==> src/rtl/pipelined_chunk_adder_pkg.sv <==
// Shared constants and helpers for the pipelined chunk adder.
//   DEFAULT_WIDTH / DEFAULT_CHUNK : default operand width and slice width.
//   calc_nstg()                   : number of pipeline stages (WIDTH / CHUNK).
//   cfg_ok()                      : legality of a WIDTH/CHUNK pair, checked at elaboration.
package pipelined_chunk_adder_pkg;

    localparam int unsigned DEFAULT_WIDTH = 64;
    localparam int unsigned DEFAULT_CHUNK = 16;

    // CHUNK must be nonzero and divide WIDTH exactly.
    function automatic bit cfg_ok(input int unsigned width, input int unsigned chunk);
        return (chunk >= 1) && (width >= chunk) && ((width % chunk) == 0);
    endfunction

    // Guarded against CHUNK=0 so an illegal configuration still elaborates far enough
    // to reach the explicit configuration check in the top module.
    function automatic int unsigned calc_nstg(input int unsigned width, input int unsigned chunk);
        if (!cfg_ok(width, chunk)) begin
            return 1;
        end
        return width / chunk;
    endfunction

endpackage

==> src/rtl/pipelined_chunk_adder_if.sv <==
// Operand/result handshake bundle for the pipelined chunk adder.
//   in_valid/in_ready   : operand beat handshake (a, b, cin[, sub]).
//   out_valid/out_ready : result beat handshake (sum, cout[, ovf]).
//   master modport      : producer of operands / consumer of results (testbench side).
//   slave modport       : the adder itself.
// Optional macro PIPELINED_CHUNK_ADDER_SUB_EN adds the sub input and ovf output.
interface pipelined_chunk_adder_if
    import pipelined_chunk_adder_pkg::*;
#(
    parameter int unsigned WIDTH = DEFAULT_WIDTH
);

    logic             in_valid;
    logic             in_ready;
    logic [WIDTH-1:0] a;
    logic [WIDTH-1:0] b;
    logic             cin;
    logic             out_valid;
    logic             out_ready;
    logic [WIDTH-1:0] sum;
    logic             cout;
`ifdef PIPELINED_CHUNK_ADDER_SUB_EN
    logic             sub;
    logic             ovf;

    modport master (
        output in_valid, a, b, cin, sub, out_ready,
        input  in_ready, out_valid, sum, cout, ovf
    );

    modport slave (
        input  in_valid, a, b, cin, sub, out_ready,
        output in_ready, out_valid, sum, cout, ovf
    );
`else
    modport master (
        output in_valid, a, b, cin, out_ready,
        input  in_ready, out_valid, sum, cout
    );

    modport slave (
        input  in_valid, a, b, cin, out_ready,
        output in_ready, out_valid, sum, cout
    );
`endif

endinterface

==> src/rtl/pipelined_chunk_adder_chunk_stage.sv <==
// adder_chunk_stage: one registered CHUNK-bit add with carry in/out.
//   clk, rst_n : clock, asynchronous active-low reset (clears sum and carry).
//   en         : load enable (pipeline advance).
//   a, b, ci   : slice operands and carry in.
//   s, co      : registered slice sum and carry out.
module adder_chunk_stage
    import pipelined_chunk_adder_pkg::*;
#(
    parameter int unsigned CHUNK = DEFAULT_CHUNK
) (
    input  logic             clk,
    input  logic             rst_n,
    input  logic             en,
    input  logic [CHUNK-1:0] a,
    input  logic [CHUNK-1:0] b,
    input  logic             ci,
    output logic [CHUNK-1:0] s,
    output logic             co
);

    logic [CHUNK:0]   add_d;
    logic [CHUNK-1:0] s_q;
    logic             co_q;

    assign add_d = {1'b0, a} + {1'b0, b} + {{CHUNK{1'b0}}, ci};

    always_ff @(posedge clk or negedge rst_n) begin
        if (!rst_n) begin
            s_q  <= '0;
            co_q <= 1'b0;
        end else if (en) begin
            s_q  <= add_d[CHUNK-1:0];
            co_q <= add_d[CHUNK];
        end
    end

    assign s  = s_q;
    assign co = co_q;

endmodule

==> src/rtl/pipelined_chunk_adder.sv <==
// pipelined_chunk_adder: WIDTH-bit adder split into NSTG = WIDTH/CHUNK pipeline stages.
// Stage k adds slice k of the operands plus the registered carry of stage k-1, so the
// critical path is one CHUNK-bit add. Upper operand slices are delayed through skew
// registers until their stage; finished lower sum slices are delayed through deskew
// registers so that all slices of one beat leave together. Latency is NSTG cycles.
//   clk, rst_n : clock, asynchronous active-low reset (discards all in-flight beats).
//   bus        : slave side of pipelined_chunk_adder_if (operand and result handshakes).
// The whole pipe advances together when the output slot is free or being taken
// (adv = out_ready | ~out_valid); in_ready equals adv.
// Optional macro PIPELINED_CHUNK_ADDER_SUB_EN: sub=1 computes a + ~b + 1 (cin ignored,
// cout=1 means no borrow) and ovf flags signed overflow of the result.
module pipelined_chunk_adder
    import pipelined_chunk_adder_pkg::*;
#(
    parameter int unsigned WIDTH = DEFAULT_WIDTH,
    parameter int unsigned CHUNK = DEFAULT_CHUNK
) (
    input logic                   clk,
    input logic                   rst_n,
    pipelined_chunk_adder_if.slave bus
);

    localparam int unsigned NSTG = calc_nstg(WIDTH, CHUNK);

    if (!cfg_ok(WIDTH, CHUNK)) begin : g_cfg_check
        $fatal(1, "pipelined_chunk_adder: WIDTH must be a nonzero multiple of CHUNK");
    end

    logic             adv;
    logic [NSTG-1:0]  vld_q;
    logic [NSTG-1:0]  vld_d;
    logic [WIDTH-1:0] b_eff;
    logic             cin_eff;
    logic [NSTG-1:0]  carry;
    logic [NSTG-1:0]  ci_stg;
    logic [CHUNK-1:0] a_stg [NSTG];
    logic [CHUNK-1:0] b_stg [NSTG];
    logic [CHUNK-1:0] s_stg [NSTG];
    logic [WIDTH-1:0] sum_w;

    assign adv          = bus.out_ready | ~vld_q[NSTG-1];
    assign bus.in_ready = adv;

`ifdef PIPELINED_CHUNK_ADDER_SUB_EN
    // Subtraction is folded in at the input: invert B once, force carry-in to 1.
    assign b_eff   = bus.sub ? ~bus.b : bus.b;
    assign cin_eff = bus.sub ? 1'b1 : bus.cin;
`else
    assign b_eff   = bus.b;
    assign cin_eff = bus.cin;
`endif

    // Valid bits shift in lock-step with the data; bubbles only leave at the output.
    always_comb begin
        vld_d = vld_q;
        if (adv) begin
            vld_d[0] = bus.in_valid;
            for (int k = 1; k < NSTG; k++) begin
                vld_d[k] = vld_q[k-1];
            end
        end
    end

    always_ff @(posedge clk or negedge rst_n) begin
        if (!rst_n) begin
            vld_q <= '0;
        end else begin
            vld_q <= vld_d;
        end
    end

    for (genvar j = 0; j < NSTG; j++) begin : g_slice
        if (j == 0) begin : g_head
            assign a_stg[j]  = bus.a[CHUNK-1:0];
            assign b_stg[j]  = b_eff[CHUNK-1:0];
            assign ci_stg[j] = cin_eff;
        end else begin : g_skew
            // j-deep delay so slice j reaches stage j together with carry[j-1].
            logic [CHUNK-1:0] a_sk_q [j];
            logic [CHUNK-1:0] b_sk_q [j];

            always_ff @(posedge clk or negedge rst_n) begin
                if (!rst_n) begin
                    for (int m = 0; m < j; m++) begin
                        a_sk_q[m] <= '0;
                        b_sk_q[m] <= '0;
                    end
                end else if (adv) begin
                    a_sk_q[0] <= bus.a[j*CHUNK +: CHUNK];
                    b_sk_q[0] <= b_eff[j*CHUNK +: CHUNK];
                    for (int m = 1; m < j; m++) begin
                        a_sk_q[m] <= a_sk_q[m-1];
                        b_sk_q[m] <= b_sk_q[m-1];
                    end
                end
            end

            assign a_stg[j]  = a_sk_q[j-1];
            assign b_stg[j]  = b_sk_q[j-1];
            assign ci_stg[j] = carry[j-1];
        end

        adder_chunk_stage #(
            .CHUNK(CHUNK)
        ) u_stage (
            .clk  (clk),
            .rst_n(rst_n),
            .en   (adv),
            .a    (a_stg[j]),
            .b    (b_stg[j]),
            .ci   (ci_stg[j]),
            .s    (s_stg[j]),
            .co   (carry[j])
        );

        if (j == NSTG - 1) begin : g_tail
            assign sum_w[j*CHUNK +: CHUNK] = s_stg[j];
        end else begin : g_deskew
            // Hold finished slice j until the beat's last slice completes.
            localparam int unsigned Depth = NSTG - 1 - j;
            logic [CHUNK-1:0] d_q [Depth];

            always_ff @(posedge clk or negedge rst_n) begin
                if (!rst_n) begin
                    for (int m = 0; m < Depth; m++) begin
                        d_q[m] <= '0;
                    end
                end else if (adv) begin
                    d_q[0] <= s_stg[j];
                    for (int m = 1; m < Depth; m++) begin
                        d_q[m] <= d_q[m-1];
                    end
                end
            end

            assign sum_w[j*CHUNK +: CHUNK] = d_q[Depth-1];
        end
    end

    assign bus.out_valid = vld_q[NSTG-1];
    assign bus.sum       = sum_w;
    assign bus.cout      = carry[NSTG-1];

`ifdef PIPELINED_CHUNK_ADDER_SUB_EN
    // Carry into the MSB is a^b^s at that bit; overflow = carry_in_msb ^ carry_out.
    // Only a^b of the MSB needs registering alongside the last stage.
    logic msb_x_q;

    always_ff @(posedge clk or negedge rst_n) begin
        if (!rst_n) begin
            msb_x_q <= 1'b0;
        end else if (adv) begin
            msb_x_q <= a_stg[NSTG-1][CHUNK-1] ^ b_stg[NSTG-1][CHUNK-1];
        end
    end

    assign bus.ovf = msb_x_q ^ sum_w[WIDTH-1] ^ carry[NSTG-1];
`endif

endmodule

==> src/flat_wrapper.sv <==
// flat-port wrapper written by rule: the top's interface ports become plain ports
module pipelined_chunk_adder_flat import pipelined_chunk_adder_pkg::*;
#(
    parameter int unsigned WIDTH = DEFAULT_WIDTH,
    parameter int unsigned CHUNK = DEFAULT_CHUNK
)
  (clk, rst_n, bus_in_valid, bus_a, bus_b, bus_cin, bus_out_ready, bus_in_ready, bus_out_valid, bus_sum, bus_cout);
  pipelined_chunk_adder_if #(.WIDTH(WIDTH)) bus_i ();
  input logic clk;
  input logic rst_n;
  input wire logic [$bits(bus_i.in_valid)-1:0] bus_in_valid;
  input wire logic [$bits(bus_i.a)-1:0] bus_a;
  input wire logic [$bits(bus_i.b)-1:0] bus_b;
  input wire logic [$bits(bus_i.cin)-1:0] bus_cin;
  input wire logic [$bits(bus_i.out_ready)-1:0] bus_out_ready;
  output wire logic [$bits(bus_i.in_ready)-1:0] bus_in_ready;
  output wire logic [$bits(bus_i.out_valid)-1:0] bus_out_valid;
  output wire logic [$bits(bus_i.sum)-1:0] bus_sum;
  output wire logic [$bits(bus_i.cout)-1:0] bus_cout;
  assign bus_i.in_valid = bus_in_valid;
  assign bus_i.a = bus_a;
  assign bus_i.b = bus_b;
  assign bus_i.cin = bus_cin;
  assign bus_i.out_ready = bus_out_ready;
  assign bus_in_ready = bus_i.in_ready;
  assign bus_out_valid = bus_i.out_valid;
  assign bus_sum = bus_i.sum;
  assign bus_cout = bus_i.cout;
  pipelined_chunk_adder #(.WIDTH(WIDTH), .CHUNK(CHUNK)) u_core (.clk(clk), .rst_n(rst_n), .bus(bus_i));
endmodule
==> config.mk <==
export PLATFORM = sky130hd
export DESIGN_NAME = pipelined_chunk_adder_flat
export DESIGN_NICKNAME = d
export VERILOG_FILES = /design/src/rtl/pipelined_chunk_adder_pkg.sv /design/src/rtl/pipelined_chunk_adder_if.sv /design/src/rtl/pipelined_chunk_adder_chunk_stage.sv /design/src/rtl/pipelined_chunk_adder.sv /design/src/flat_wrapper.sv
export SDC_FILE = /design/constraint.sdc
export NUM_CORES = 1
export LEC_CHECK = 0
export CAP_MARGIN = 20
export CORE_ASPECT_RATIO = 1.5
export CORE_MARGIN = 2
export CORE_UTILIZATION = 42
export CTS_BUF_LIST = sky130_fd_sc_hd__clkbuf_8
export DETAILED_ROUTE_END_ITERATION = 6
export PLACE_DENSITY = 0.72
export SLEW_MARGIN = 0
export SYNTH_ARGS = -nofsm -noshare
export SYNTH_HDL_FRONTEND = slang
export SYNTH_HIERARCHICAL = 1
export SYNTH_SLANG_ARGS = --single-unit
==> constraint.sdc <==
create_clock -name clk -period 7.7 [get_ports clk]
set_clock_uncertainty 0.1 [all_clocks]
set_input_delay 0.77 -clock clk [delete_from_list [all_inputs] [get_ports clk]]
set_output_delay 0.77 -clock clk [all_outputs]
set_load 0.02 [all_outputs]
==> flow_summary_export.csv <==
group,metric,value,unit
logic_synthesis,syn-instance-count,1248,
final_layout,utilization,0.505,
cts,ctsResizeCount,0,
floorplanning,fp.dieW,173,um
cts,clk_pin_slew,60,ps
final_layout,fin_area,21300,um^2
logic_synthesis,ys_ff_latch,360,
floorplanning,io_pins,200,
logic_synthesis,yosys.area.top_type,"dfrtp_1",
logic_synthesis,synth.cell_area,17900,um^2
sta,slew_viol_final,0,
drt,num_vias,10200,
placement,place_area,20000,um^2
logic_synthesis,ys_top_cells_by_count,"dfrtp_1, mux2_4, mux2_2",
final_layout,nFillCells,3642,
drt,wire_per_inst,16.7,um
logic_synthesis,synth_seq_area_share,0.502,
logic_synthesis,yosys-top-cells-area,"dfrtp_1, mux2_4, ha_1",
floorplanning,start_util,0.426,
final_layout,nets,1631,
logic_synthesis,synth_edf_count,0,
placement,dp.cells,1936,
global_route,gr-total-overflow,0,
setup_path,crit_type,"input pin to primary output",
setup_path,crit_arrival,2770,ps
setup_path,crit_path_start_kind,"input pin",
final_layout,layout-drive-gt1-share,0.310,
floorplanning,rows,92,
sta,rsz0062_at_grt,"no",
power_and_ir_drop,p_leak,9.88,nW
drt,antenna_left,0,
min_path,hold_path_class,"input pin to asynchronous set/reset pin",
logic_synthesis,synthFlopType,"dfrtp_1",
sta,setup_slack,4060,ps
floorplanning,die_area,44400,um^2
sta,timing.hold.ws,70.4,ps
global_route,antenna_found_initial,2,
drt,drc,0,
cts,cts_setup_buffers,0,
logic_synthesis,synth_area_per_cell,14.4,um^2
power_and_ir_drop,power_density,437,nW/um^2
sta,hold_violations,0,
floorplanning,core-area,42100,um^2
drt,drt_iter0_markers,487,
cts,holdBufCountCts,0,
cts,cts_sinks,360,
logic_synthesis,syn-num-nets,1449,
sta,slew-limit-headroom,0.287,
setup_path,worstPathRequired,6830,ps
floorplanning,fp.dieH,257,um
logic_synthesis,synth_top_area_share,0.502,
sta,tns,0,ps
global_route,grt_max_degree,156,
cts,clockRootBuffer,"clkbuf_8",
final_layout,syn2layout_area_growth,18.5,%
logic_synthesis,ys_warn_count,6,
placement,dp_hpwl,23.6,mm
power_and_ir_drop,peakVddDrop,0.000219,V
cts,cts_tree,"yes",
global_route,grt_pass1_vias,10900,
drt,vias_per_cell,5.01,
cts,cts-buffers-inserted,56,
final_layout,multiInputGateArea,8120,um^2
logic_synthesis,synth_cell_type_count,71,
cts,cts_max_level,2,
sta,period_share,0.473,
placement,place.gp.congestion,0.839,
logic_synthesis,async_flop_share,1.00,
power_and_ir_drop,p_total,9.30,mW
setup_path,endpoint_kind,"primary output",
status,status,"finished clean",
cts,clk_path_buf_depth,3,
setup_path,r2r_cells,5,
sta,setup_viol,0,
placement,portBuffers,199,
sta,fin_crit,3640,ps
drt,wl,34.1,mm
sta,max_freq,274,MHz
sta,tightest_slew,1070,ps
global_route,grt_pass1_wl,56.5,mm
logic_synthesis,yosysMostFrequentCell,"dfrtp_1",
setup_path,crit_fanout,53,
placement,post-place-ws,3730,ps
final_layout,final_cells,2039,
global_route,grt_usage,0.153,
final_layout,register_area,9010,um^2
cts,insertion_delay,580,ps
drt,drt_pass1_iterations,5,
flow_run,drv_cap,0,
==> where the power goes <==
group	total (mW)	internal [mW]	switching (mW)
clock network	1.74	1.01	0.735
logic	4.31	2.40	1.91
registers	3.26	2.73	0.527
==> cell type report <==
class                           instances  share of cell area
Inverter                               30             0.00529
Timing Repair Buffer                  205              0.0977
Multi-Input combinational cell        777               0.381
Sequential cell                       360               0.423
Tap cell                              564              0.0332
Clock buffer                           72              0.0466
Antenna cell                            1            0.000118
Clock inverter                         30              0.0123
==> per-layer routing <==
metal / global-route usage / wire length [um] / vias up
met4: 0.0525 / 842 / 2
met5: 0 / 13 / -
met1: 0.187 / 14300 / 5036
met3: 0.0272 / 1420 / 67
met2: 0.273 / 17500 / 234
li1: - / - / 4869
==> placed cells by master, fill, tap and decap left out, types with 4 or more instances in the layout <==
cell type / count
clkdlybuf4s50_1: 198
xor2_1: 10
bufinv_16: 5
a211o_1: 7
fa_1: 8
a21oi_1: 55
nor2_1: 22
o31ai_1: 11
a21o_1: 16
a21oi_2: 6
a31oi_1: 5
nand2b_1: 5
and3_2: 5
clkinv_2: 6
clkbuf_8: 72
o21ai_0: 23
mux2_4: 271
nand2_1: 53
o221ai_1: 4
nand3_1: 12
mux2_2: 61
nand4_1: 5
a211oi_1: 8
and4_1: 4
ha_1: 60
o21a_1: 7
xnor2_1: 27
o211ai_1: 14
o21bai_1: 4
inv_1: 46
and3_1: 6
dfrtp_1: 360
nor3_1: 10
==> worst paths after layout <==
check / from / end / slack [ps]
setup / recovery: bus_out_ready / bus_in_ready / 4060
hold / removal: rst_n / u_core/g_slice[0].g_deskew.d_q[22] / 70
setup reg to reg: u_core/vld_q[3] / u_core/g_slice[1].u_stage/s[8] / 4580
hold reg to reg: u_core/vld_q[2] / u_core/vld_q[3] / 370
max in group asynchronous: rst_n / u_core/g_slice[2].g_skew.b_sk_q[25] / 6080
min in group clk: u_core/vld_q[2] / u_core/vld_q[3] / 370
==> worst max-delay path, stage by stage <==
cell and delay, ps:
clkdlybuf4s50_1 450, nand2b_4 720, clkdlybuf4s50_1 760
==> registers in the layout (all words and copies together), names as in the netlist <==
| register | cells |
|---|---|
| u_core/a_stg | 32 |
| u_core/b_stg | 32 |
| u_core/bus.sum | 32 |
| u_core/g_slice.g_deskew.d_q | 64 |
| u_core/g_slice.g_skew.a_sk_q | 64 |
| u_core/g_slice.g_skew.b_sk_q | 64 |
| u_core/g_slice.u_stage/co | 4 |
| u_core/g_slice.u_stage/s | 64 |
| u_core/vld_q | 4 |
==> kinds of logic after synthesis <==
| family | Yosys count | synth area share |
|---|---|---|
| AO/OA/AOI/OAI | 190 | 0.0746 |
| buffers and inverters | 111 | 0.0459 |
| multiplexers | 333 | 0.266 |
| flip-flops | 360 | 0.502 |
| XOR/XNOR | 37 | 0.0181 |
| AND/OR/NAND/NOR | 149 | 0.0433 |
| adder cells (fa/ha/maj) | 68 | 0.0507 |
No activity file was read; power rests on OpenSTA's default activity.
